`src/rtl/sram_bus_pkg.sv`:
```
// sram_bus_pkg: shared widths, BLE bit position and FSM state encoding for the SRAM bus target
package sram_bus_pkg;
  localparam int DW = 16;
  localparam int AW = 32;
  localparam int BLE_BIT = 15;
  typedef enum logic [2:0] {
    S_IDLE,
    S_ALO,
    S_AHI,
    S_DATA,
    S_MEM,
    S_DRIVE,
    S_DONE
  } state_e;
endpackage

```
`src/rtl/sram_addr_latch.sv`:
```
// sram_addr_latch: two-phase muxed address capture and decode-hit compare
module sram_addr_latch
  import sram_bus_pkg::*;
#(
  parameter logic [AW-1:0] BASE = 32'h0000_0000,
  parameter logic [AW-1:0] MASK = 32'hFFFF_0000
) (
  input  logic          clk,
  input  logic          rstn,
  input  logic          cap_lo,
  input  logic          cap_hi,
  input  logic          bhe,
  input  logic [DW-1:0] bus_in,
  output logic [AW-1:1] addr,
  output logic          ble,
  output logic          hit
);
  logic [DW-1:0]        lo_q, lo_d;
  logic [BLE_BIT-1:0]   hi_q, hi_d;
  logic                 ble_q, ble_d;
  logic [AW-1:0]        cand_addr;
  // Low phase loads addr[16:1]; high phase loads addr[31:17] and the byte-low-enable bit
  always_comb begin
    lo_d  = cap_lo ? bus_in : lo_q;
    hi_d  = cap_hi ? bus_in[BLE_BIT-1:0] : hi_q;
    ble_d = cap_hi ? bus_in[BLE_BIT] : ble_q;
  end
  // Address phase registers
  always_ff @(posedge clk or negedge rstn) begin
    if (!rstn) begin
      lo_q  <= '0;
      hi_q  <= '0;
      ble_q <= 1'b0;
    end else begin
      lo_q  <= lo_d;
      hi_q  <= hi_d;
      ble_q <= ble_d;
    end
  end
  assign addr      = {hi_q, lo_q};
  assign ble       = ble_q;
  assign cand_addr = {hi_q, lo_q, bhe & ~ble_q};
  assign hit       = ((cand_addr ^ BASE) & MASK) == '0;
endmodule

```
`src/rtl/sram_bus_target.sv`:
```
// sram_bus_target: muxed-bus SRAM target bridging to a local valid/ready port (optional SRAM_TGT_TIMEOUT_EN watchdog)
module sram_bus_target
  import sram_bus_pkg::*;
#(
  parameter logic [AW-1:0] BASE = 32'h0000_0000,
  parameter logic [AW-1:0] MASK = 32'hFFFF_0000
`ifdef SRAM_TGT_TIMEOUT_EN
  ,
  parameter int TIMEOUT = 16
`endif
) (
  input  logic          clk,
  input  logic          rstn,
  input  logic          ale0,
  input  logic          ale1,
  input  logic          we,
  input  logic          oe,
  input  logic          bhe,
  input  logic [DW-1:0] bus_in,
  output logic [DW-1:0] bus_out,
  output logic          bus_drv,
  output logic          mem_valid,
  output logic          mem_rw,
  output logic [AW-1:0] mem_addr,
  output logic [DW-1:0] mem_wdata,
  output logic [1:0]    mem_be,
  input  logic          mem_ready,
  input  logic [DW-1:0] mem_rdata,
  output logic          err
);
  state_e        state_q, state_d;
  logic          rw_q, rw_d, valid_q, valid_d, drv_q, drv_d, err_q, err_d, abort_q, abort_d;
  logic [AW-1:0] addr_q, addr_d;
  logic [DW-1:0] wdata_q, wdata_d, rdata_q, rdata_d;
  logic [1:0]    be_q, be_d;
  logic [AW-1:1] lat_addr;
  logic          ble, hit, cap_lo, cap_hi;
`ifdef SRAM_TGT_TIMEOUT_EN
  logic [15:0]   cnt_q, cnt_d;
`endif
  assign cap_lo = ale0 && (state_q == S_IDLE || state_q == S_ALO || state_q == S_AHI);
  assign cap_hi = state_q == S_ALO && !ale0 && ale1;
  sram_addr_latch #(.BASE(BASE), .MASK(MASK)) u_latch (
    .clk    (clk),
    .rstn   (rstn),
    .cap_lo (cap_lo),
    .cap_hi (cap_hi),
    .bhe    (bhe),
    .bus_in (bus_in),
    .addr   (lat_addr),
    .ble    (ble),
    .hit    (hit)
  );
  // Next-state and registered-output logic for the bus transaction sequencer
  always_comb begin
    state_d = state_q;
    rw_d    = rw_q;
    valid_d = valid_q;
    drv_d   = drv_q;
    err_d   = err_q;
    abort_d = abort_q;
    addr_d  = addr_q;
    wdata_d = wdata_q;
    rdata_d = rdata_q;
    be_d    = be_q;
    case (state_q)
      S_IDLE: state_d = ale0 ? S_ALO : S_IDLE;
      S_ALO:  state_d = ale0 ? S_ALO : (ale1 ? S_AHI : S_ALO);
      S_AHI: begin
        if (ale0) state_d = S_ALO;
        else if (we && oe) begin
          err_d   = 1'b1;
          state_d = S_IDLE;
        end else if (we || oe) begin
          rw_d    = we;
          state_d = S_DATA;
        end
      end
      S_DATA: begin
        addr_d  = {lat_addr, bhe & ~ble};
        be_d    = rw_q ? {bhe, ble} : 2'b11;
        wdata_d = rw_q ? bus_in : wdata_q;
        abort_d = 1'b0;
        valid_d = hit && be_d != 2'b00;
        state_d = valid_d ? S_MEM : S_DONE;
      end
      S_MEM: begin
        if (!rw_q && !oe && !abort_q) begin
          err_d   = 1'b1;
          abort_d = 1'b1;
        end
        if (mem_ready) begin
          valid_d = 1'b0;
          rdata_d = rw_q ? rdata_q : mem_rdata;
          drv_d   = !rw_q && oe && !abort_q;
          state_d = drv_d ? S_DRIVE : S_DONE;
        end
      end
      S_DRIVE: begin
        if (!oe || we) begin
          drv_d   = 1'b0;
          state_d = S_DONE;
        end
      end
      S_DONE:  state_d = (!we && !oe) ? S_IDLE : S_DONE;
      default: state_d = S_IDLE;
    endcase
`ifdef SRAM_TGT_TIMEOUT_EN
    if (state_q != S_IDLE && cnt_q == 16'(TIMEOUT - 1)) begin
      err_d   = 1'b1;
      valid_d = 1'b0;
      drv_d   = 1'b0;
      state_d = S_IDLE;
    end
    cnt_d = (state_d != state_q) ? 16'd0 : cnt_q + 16'd1;
`endif
  end
  // State and output registers; reset abandons any local access in flight
  always_ff @(posedge clk or negedge rstn) begin
    if (!rstn) begin
      state_q <= S_IDLE;
      rw_q    <= 1'b0;
      valid_q <= 1'b0;
      drv_q   <= 1'b0;
      err_q   <= 1'b0;
      abort_q <= 1'b0;
      addr_q  <= '0;
      wdata_q <= '0;
      rdata_q <= '0;
      be_q    <= 2'b00;
    end else begin
      state_q <= state_d;
      rw_q    <= rw_d;
      valid_q <= valid_d;
      drv_q   <= drv_d;
      err_q   <= err_d;
      abort_q <= abort_d;
      addr_q  <= addr_d;
      wdata_q <= wdata_d;
      rdata_q <= rdata_d;
      be_q    <= be_d;
    end
  end
`ifdef SRAM_TGT_TIMEOUT_EN
  // Per-state dwell counter for the watchdog
  always_ff @(posedge clk or negedge rstn) begin
    if (!rstn) cnt_q <= '0;
    else cnt_q <= cnt_d;
  end
`endif
  assign bus_drv   = drv_q & oe & ~we;
  assign bus_out   = rdata_q;
  assign mem_valid = valid_q;
  assign mem_rw    = rw_q;
  assign mem_addr  = addr_q;
  assign mem_wdata = wdata_q;
  assign mem_be    = be_q;
  assign err       = err_q;
endmodule

```
`config.mk`:
```
export PLATFORM = sky130hd
export DESIGN_NAME = sram_bus_target
export DESIGN_NICKNAME = d
export VERILOG_FILES = /design/src/rtl/sram_bus_pkg.sv /design/src/rtl/sram_addr_latch.sv /design/src/rtl/sram_bus_target.sv
export SDC_FILE = /design/constraint.sdc
export NUM_CORES = 1
export LEC_CHECK = 0
export ABC_AREA = 1
export CAP_MARGIN = 0
export CORE_ASPECT_RATIO = 0.5
export CORE_UTILIZATION = 50
export CTS_CLUSTER_SIZE = 24
export DETAILED_ROUTE_END_ITERATION = 10
export PLACE_DENSITY_LB_ADDON = 0.12
export SYNTH_ARGS = -nofsm -noshare
export SYNTH_HDL_FRONTEND = slang
export SYNTH_SLANG_ARGS = --single-unit
```
`constraint.sdc`:
```
create_clock -name clk -period 3.6 [get_ports clk]
set_clock_uncertainty 0.2 [all_clocks]
set_input_delay 0.72 -clock clk [delete_from_list [all_inputs] [get_ports clk]]
set_output_delay 0.72 -clock clk [all_outputs]
set_load 0.1 [all_outputs]
```
==> impl_metrics.csv, run 1 <==
group,metric,value,unit
status,status,"finished, final reports clean",
routing,first_pass_iters,5,
clock_network,tritoncts,"yes",
routing,wirelength,9670,um
timing,setup_viol,0,
layout,fin_area,5580,um2
timing,post-route-period-util,76.3,%
routing,wl_met2,4170,um
timing,hold_viol,0,
global_route,grt_max_degree,62,
worst_setup_path,crit_family,"buffers and inverters",
synthesis,syn_inst,473,
clock_network,cts.path.max_buffers,2,
routing,wl_met3,596,um
global_route,grt_overflow,0,
floorplanning,die_y,67.6,um
clock_network,clock_latency,0.35,ns
clock_network,clk_pin_slew,0.06,ns
routing,via_per_inst,4.86,
clock_network,htreeDepth,3,
floorplanning,die-area,8990,um2
layout,seqCellArea,2650,um2
global_route,antenna_found_initial,0,
routing,antenna_left,0,
timing,rsz0062_at_grt,"false",
routing,wl_per_cell,13.9,um
timing,period_needed,2.75,ns
flow_run,drv_cap,0,
floorplanning,io_pins,110,
synthesis,synth-seq-area-share,61.7,%
routing,met1Wirelength,4800,um
clock_network,cts-resized-gates,0,
place,gp_routability_congestion,0.922,
place,placedInstanceArea,5290,um2
floorplanning,core_area,8170,um2
worst_setup_path,path_max_fanout,2,
routing,num_vias,3386,
worst_setup_path,crit_required,2.68,ns
layout,final_nets,619,
synthesis,synth_fp_nets,513,
worst_setup_path,cp_num_buf_inv,1,
clock_network,numClockSinks,106,
synthesis,synth_top_cells_by_count,"nand2_1 (174), dfrtp_1 (106), inv_1 (47)",
layout,syn_to_final_growth,29.8,%
layout,drive_above_1_share,19.0,%
global_route,grt_pass1_vias,3055,
synthesis,netlist.area_leader.share,61.7,%
floorplanning,start_util,52.6,%
layout,n_antenna_cell,0,
synthesis,netlist_top_cells_area,"dfrtp_1 (62%), nand2_1 (15%), o21ai_0 (5.1%), inv_1 (4.1%), o21ai_2 (3.3%)",
place,hpwl,6610,um
synthesis,ys_types,25,
place,port_buffers,109,
clock_network,cts_made_buffers,9,
worst_setup_path,critPathArrivalTime,1.83,ns
worst_setup_path,cp-start-kind,"flop",
floorplanning,die_w,133,um
floorplanning,fp-row-count,23,
synthesis,async_flop_share,100,%
timing,clock.fmax,364,MHz
routing,drt_drc_violations_left,0,
synthesis,synth_seq_cells,106,
clock_network,cts_setup_buffers,0,
clock_network,hold_buffers,0,
routing,dr.max_layer_used,"met4",
worst_setup_path,path_class,"reg -> out",
synthesis,synth_top_area_cell,"dfrtp_1",
global_route,grt_pass1_wl,15800,um
timing,setup_tns,0,ns
synthesis,syn_area,4300,um2
synthesis,synth_warnings,0,
worst_setup_path,crit_slowest_cell,"clkdlybuf4s50_1",
synthesis,synth_ff_type,"dfrtp_1",
timing,worstMarginPinSlew,0.962,ns
synthesis,yosysMostFrequentCell,"nand2_1",
worst_setup_path,max_stage_delay,1.13,ns
worst_hold_path,hold_path.class,"in -> async",
global_route,grt_usage,23.5,%
worst_setup_path,path_cells,"clkdlybuf4s50_1",
timing,maxSlewViolCount,0,
layout,multi_input_area,1330,um2
layout,fill_cells,702,
synthesis,syn_avg_cell_area,9.09,um2
timing,max-slew-margin-rel,35.7,%
routing,drt-initial-drc-count,191,
worst_setup_path,endpoint_kind,"output pin",
clock_network,cts_root_buffer,"clkbuf_16",
synthesis,synth_edf_count,0,
## logic make-up after synthesis
| logic type | Yosys count | share of synthesized area, % |
|---|---|---|
| AOI/OAI and AO/OA | 79 | 10.9 |
| DFF | 106 | 61.7 |
| buffers and inverters | 70 | 7.31 |
| and+or+nand+nor | 218 | 20.1 |
## per-stage QoR
step / setup WS (ns) / hold slack, ns / instances / util (%)
after global placement: 0.965 / 0.258 / 680 / 64.7
after detailed placement: 0.917 / 0.259 / 680 / 64.7
after floorplan: 0.563 / 0.224 / 473 / -
final: 0.854 / 0.244 / 696 / 68.2
after global routing: 0.803 / 0.308 / 696 / 68.2
after CTS: 0.846 / 0.276 / 696 / 68.2
## registers in the layout (all words and copies together), names as in the netlist
signal and count:
bus_out 16, mem_addr 32, err 1, u_latch.ble 1, u_latch.hi_q 15, u_latch.lo_q 16, mem_be 2, state_q 3
abort_q 1, mem_wdata 16, mem_valid 1, drv_q 1, mem_rw 1
## layer usage
layer | vias up | global-route usage (%)
met4 | 0 | 6.82
met1 | 1589 | 34.7
li1 | 1687 | -
met2 | 101 | 33.2
met5 | - | 0
met3 | 9 | 7.06
## path summary, 6_finish.rpt
path,start,end,slack (ns),cells past startpoint
worst max-delay path,bus_out[13],bus_out[13],0.85,1
worst min-delay path,rstn,err,0.24,1
worst max register to register,state_q[0],bus_out[0],1.70,5
worst min register to register,mem_addr[24],mem_addr[24],0.27,2
max in group asynchronous,rstn,mem_addr[25],2.22,2
min in group clk,mem_addr[24],mem_addr[24],0.27,2
## cell type report
class,count,area share [%]
sequential,106,47.6
multi-input combinational,297,23.9
timing repair buffer,114,17.5
clock buffer,12,4.24
inverter,51,3.43
tap,112,2.51
clock inverter,4,0.942
## cells in the final DEF, fill, tap and decap left out, types with 2 or more instances in the layout
| cell type | synthesis | layout |
|---|---|---|
| nor2_1 | 26 | 26 |
| nand2_1 | 174 | 174 |
| dfrtp_1 | 106 | 106 |
| nand3_1 | 6 | 6 |
| a21oi_1 | 3 | 3 |
| inv_2 | 4 | 4 |
| clkinv_4 | 0 | 2 |
| buf_4 | 0 | 71 |
| o21ai_0 | 44 | 44 |
| o21ai_2 | 16 | 16 |
| nand3_2 | 2 | 2 |
| clkbuf_1 | 3 | 3 |
| nand4_1 | 2 | 2 |
| nor3_1 | 3 | 3 |
| o21ai_1 | 11 | 11 |
| clkdlybuf4s50_1 | 0 | 42 |
| clkbuf_16 | 0 | 9 |
| nor2_2 | 2 | 2 |
| inv_1 | 47 | 47 |
Power of run 1 is left out: the tool's default activity adds up to more than one toggle a clock period on the data nets, which glitch-free logic cannot reach.
==> run 2: changes to the inputs <==
--- a/config.mk
+++ b/config.mk
@@ -8,7 +8,7 @@
 export ABC_AREA = 1
 export CAP_MARGIN = 0
 export CORE_ASPECT_RATIO = 0.5
-export CORE_UTILIZATION = 50
+export CORE_UTILIZATION = 44
 export CTS_CLUSTER_SIZE = 24
 export DETAILED_ROUTE_END_ITERATION = 10
 export PLACE_DENSITY_LB_ADDON = 0.12
==> constraint.sdc (replaced) <==
create_clock -name clk -period 2.36 [get_ports clk]
set_clock_uncertainty 0.2 [all_clocks]
set_input_delay 0.472 -clock clk [delete_from_list [all_inputs] [get_ports clk]]
set_output_delay 0.472 -clock clk [all_outputs]
set_load 0.1 [all_outputs]
==> run 2 against run 1 <==
  * Non-clock buffer count rose by 4
  * Hold slack improved by 0.029 ns
  * Cell count is 3.9% higher
  * Critical path depth rose by 4
  * Critical endpoint is now bus_drv
  * First-iteration DRC count decreased by 35%
  * Highest routed layer unchanged
  * Core utilization decreased by 8.2 points
  * Largest cell class unchanged
  * Sequential cell count did not move
==> impl_metrics.csv, run 2 (synthesized netlist as in run 1, its figures left out) <==
group,metric,value,unit
global_route,grt_usage,19.7,%
timing,rsz0062_at_grt,"false",
clock_network,clk_pin_slew,0.07,ns
worst_hold_path,min_to,"mem_addr[8]",
worst_setup_path,r2r-end,"mem_wdata[9]",
place,hpwl,6610,um
timing,hold_viol,0,
floorplanning,die_w,142,um
timing,maxSlewViolCount,0,
layout,final_cell_mix,"nand2_1 (174), dfrtp_1 (106), buf_4 (75)",
routing,antenna_left,0,
routing,via_per_inst,4.64,
layout,largest_reg_flops,32,
worst_setup_path,r2r_start,"state_q[1]",
global_route,grtUsageMet2,27.6,%
layout,syn_to_final_growth,32.5,%
layout,final_util,60.1,%
layout,n_antenna_cell,0,
global_route,grt_max_degree,39,
worst_setup_path,cp-start-kind,"primary input",
global_route,grt_pass1_wl,15300,um
global_route,gr-usage-met3,5.08,%
layout,seqCellArea,2650,um2
layout,drive_above_1_share,20.7,%
timing,setup_viol,0,
global_route,grt_overflow,0,
timing,hold_slack,0.273,ns
global_route,grt_busiest_layer,"met1",
worst_setup_path,path_cells,"clkdlybuf4s50_1, inv_1, nand2_1, nor2_2, buf_12",
timing,period_needed,2.11,ns
timing,worstMarginPinSlew,0.710,ns
global_route,antenna_found_initial,0,
global_route,use_met1,30.0,%
clock_network,cts_root_buffer,"clkbuf_16",
worst_setup_path,cp_num_buf_inv,3,
clock_network,clock_latency,0.34,ns
clock_network,cts_made_buffers,9,
worst_hold_path,hold_path.class,"reg -> reg",
routing,wl_per_cell,13.1,um
clock_network,cts.path.max_buffers,2,
clock_network,cts-resized-gates,0,
routing,num_vias,3355,
worst_setup_path,r2r_slack,0.59,ns
timing,max-slew-margin-rel,52.6,%
layout,final_nets,623,
floorplanning,core_area,9480,um2
worst_setup_path,path_max_fanout,4,
layout,layout_commonest_cell,"nand2_1",
flow_run,drv_cap,0,
timing,setup_tns,0,ns
worst_hold_path,min_from,"mem_addr[8]",
worst_setup_path,r2r_cells,7,
layout,fill_cells,894,
worst_setup_path,max_stage_delay,0.43,ns
worst_setup_path,crit_required,1.69,ns
floorplanning,start_util,45.3,%
clock_network,numClockSinks,106,
floorplanning,io_pins,110,
place,port_buffers,109,
worst_setup_path,path_class,"in -> out",
timing,post-route-period-util,89.4,%
floorplanning,fp-row-count,25,
routing,drt-initial-drc-count,125,
worst_hold_path,hold_path_depth,2,
clock_network,htreeDepth,3,
layout,multi_input_area,1330,um2
status,status,"finished, final reports clean",
routing,drt_drc_violations_left,0,
global_route,grt_pass1_vias,3014,
worst_setup_path,endpoint_kind,"output pin",
worst_setup_path,crit_slowest_cell,"clkdlybuf4s50_1",
floorplanning,die_y,71.9,um
worst_setup_path,critPathArrivalTime,1.44,ns
worst_setup_path,crit_family,"buffers and inverters",
timing,clock.fmax,474,MHz
routing,wirelength,9440,um
floorplanning,die-area,10200,um2
place,gp_routability_congestion,0.892,
clock_network,tritoncts,"yes",
routing,first_pass_iters,4,
-- run 2: changes by cell type in the layout (fill, tap and decap cells not counted), sizes merged --
cell,change
buf,+7
clkdlybuf4s50,-4
clkbuf,-2
clkinv,-2
clkinvlp,+2
inv,+2
dlygate4sd3,+1
-- run 2: area by class of cell --
class,instances,area share (%)
clock buffers,10,4.20
clock inverters,6,1.30
inverters,51,3.36
multi-input cells,297,23.4
flip-flops and latches,106,46.6
well taps,135,2.97
repair buffers,118,18.2
-- run 2: per-layer routing --
metal	part of all wire (%)	up-vias
li1	-	1696
met1	52	1542
met2	40	109
met3	6.6	8
met4	0.99	0
met5	0	-
-- run 2: timing repair --
item / CTS / global route
hold buffers: 1 / 0
hold endpoints to repair: 25 / 0
buffers inserted: 0 / 0
-- run 2: through the flow --
| stage | cell area [um2] | setup slack [ns] | cells |
|---|---|---|---|
| 2_1_floorplan | 4300 | 0.278 | 473 |
| 3_3_place_gp | 5370 | 0.262 | 706 |
| 4_1_cts | 5690 | 0.250 | 723 |
| 3_5_place_dp | 5370 | 0.252 | 706 |
| 6_report | 5690 | 0.251 | 723 |
| 5_1_grt | 5690 | 0.185 | 723 |
-- run 2: worst max path at each step --
stage | slack [ns] | from | cells past startpoint | end
floorplan | 0.28 | we | 3 | bus_drv
global placement | 0.26 | oe | 4 | bus_drv
detailed placement | 0.25 | we | 5 | bus_drv
CTS | 0.25 | we | 5 | bus_drv
global route | 0.19 | we | 5 | bus_drv
finish | 0.25 | we | 5 | bus_drv
-- run 2: worst min-delay path: stages, from the launching register on --
cell and delay (ns):
dfrtp_1 0.34, nand2_1 0.05, nand2_1 0.05
Power of run 2 is left out for the same reason.
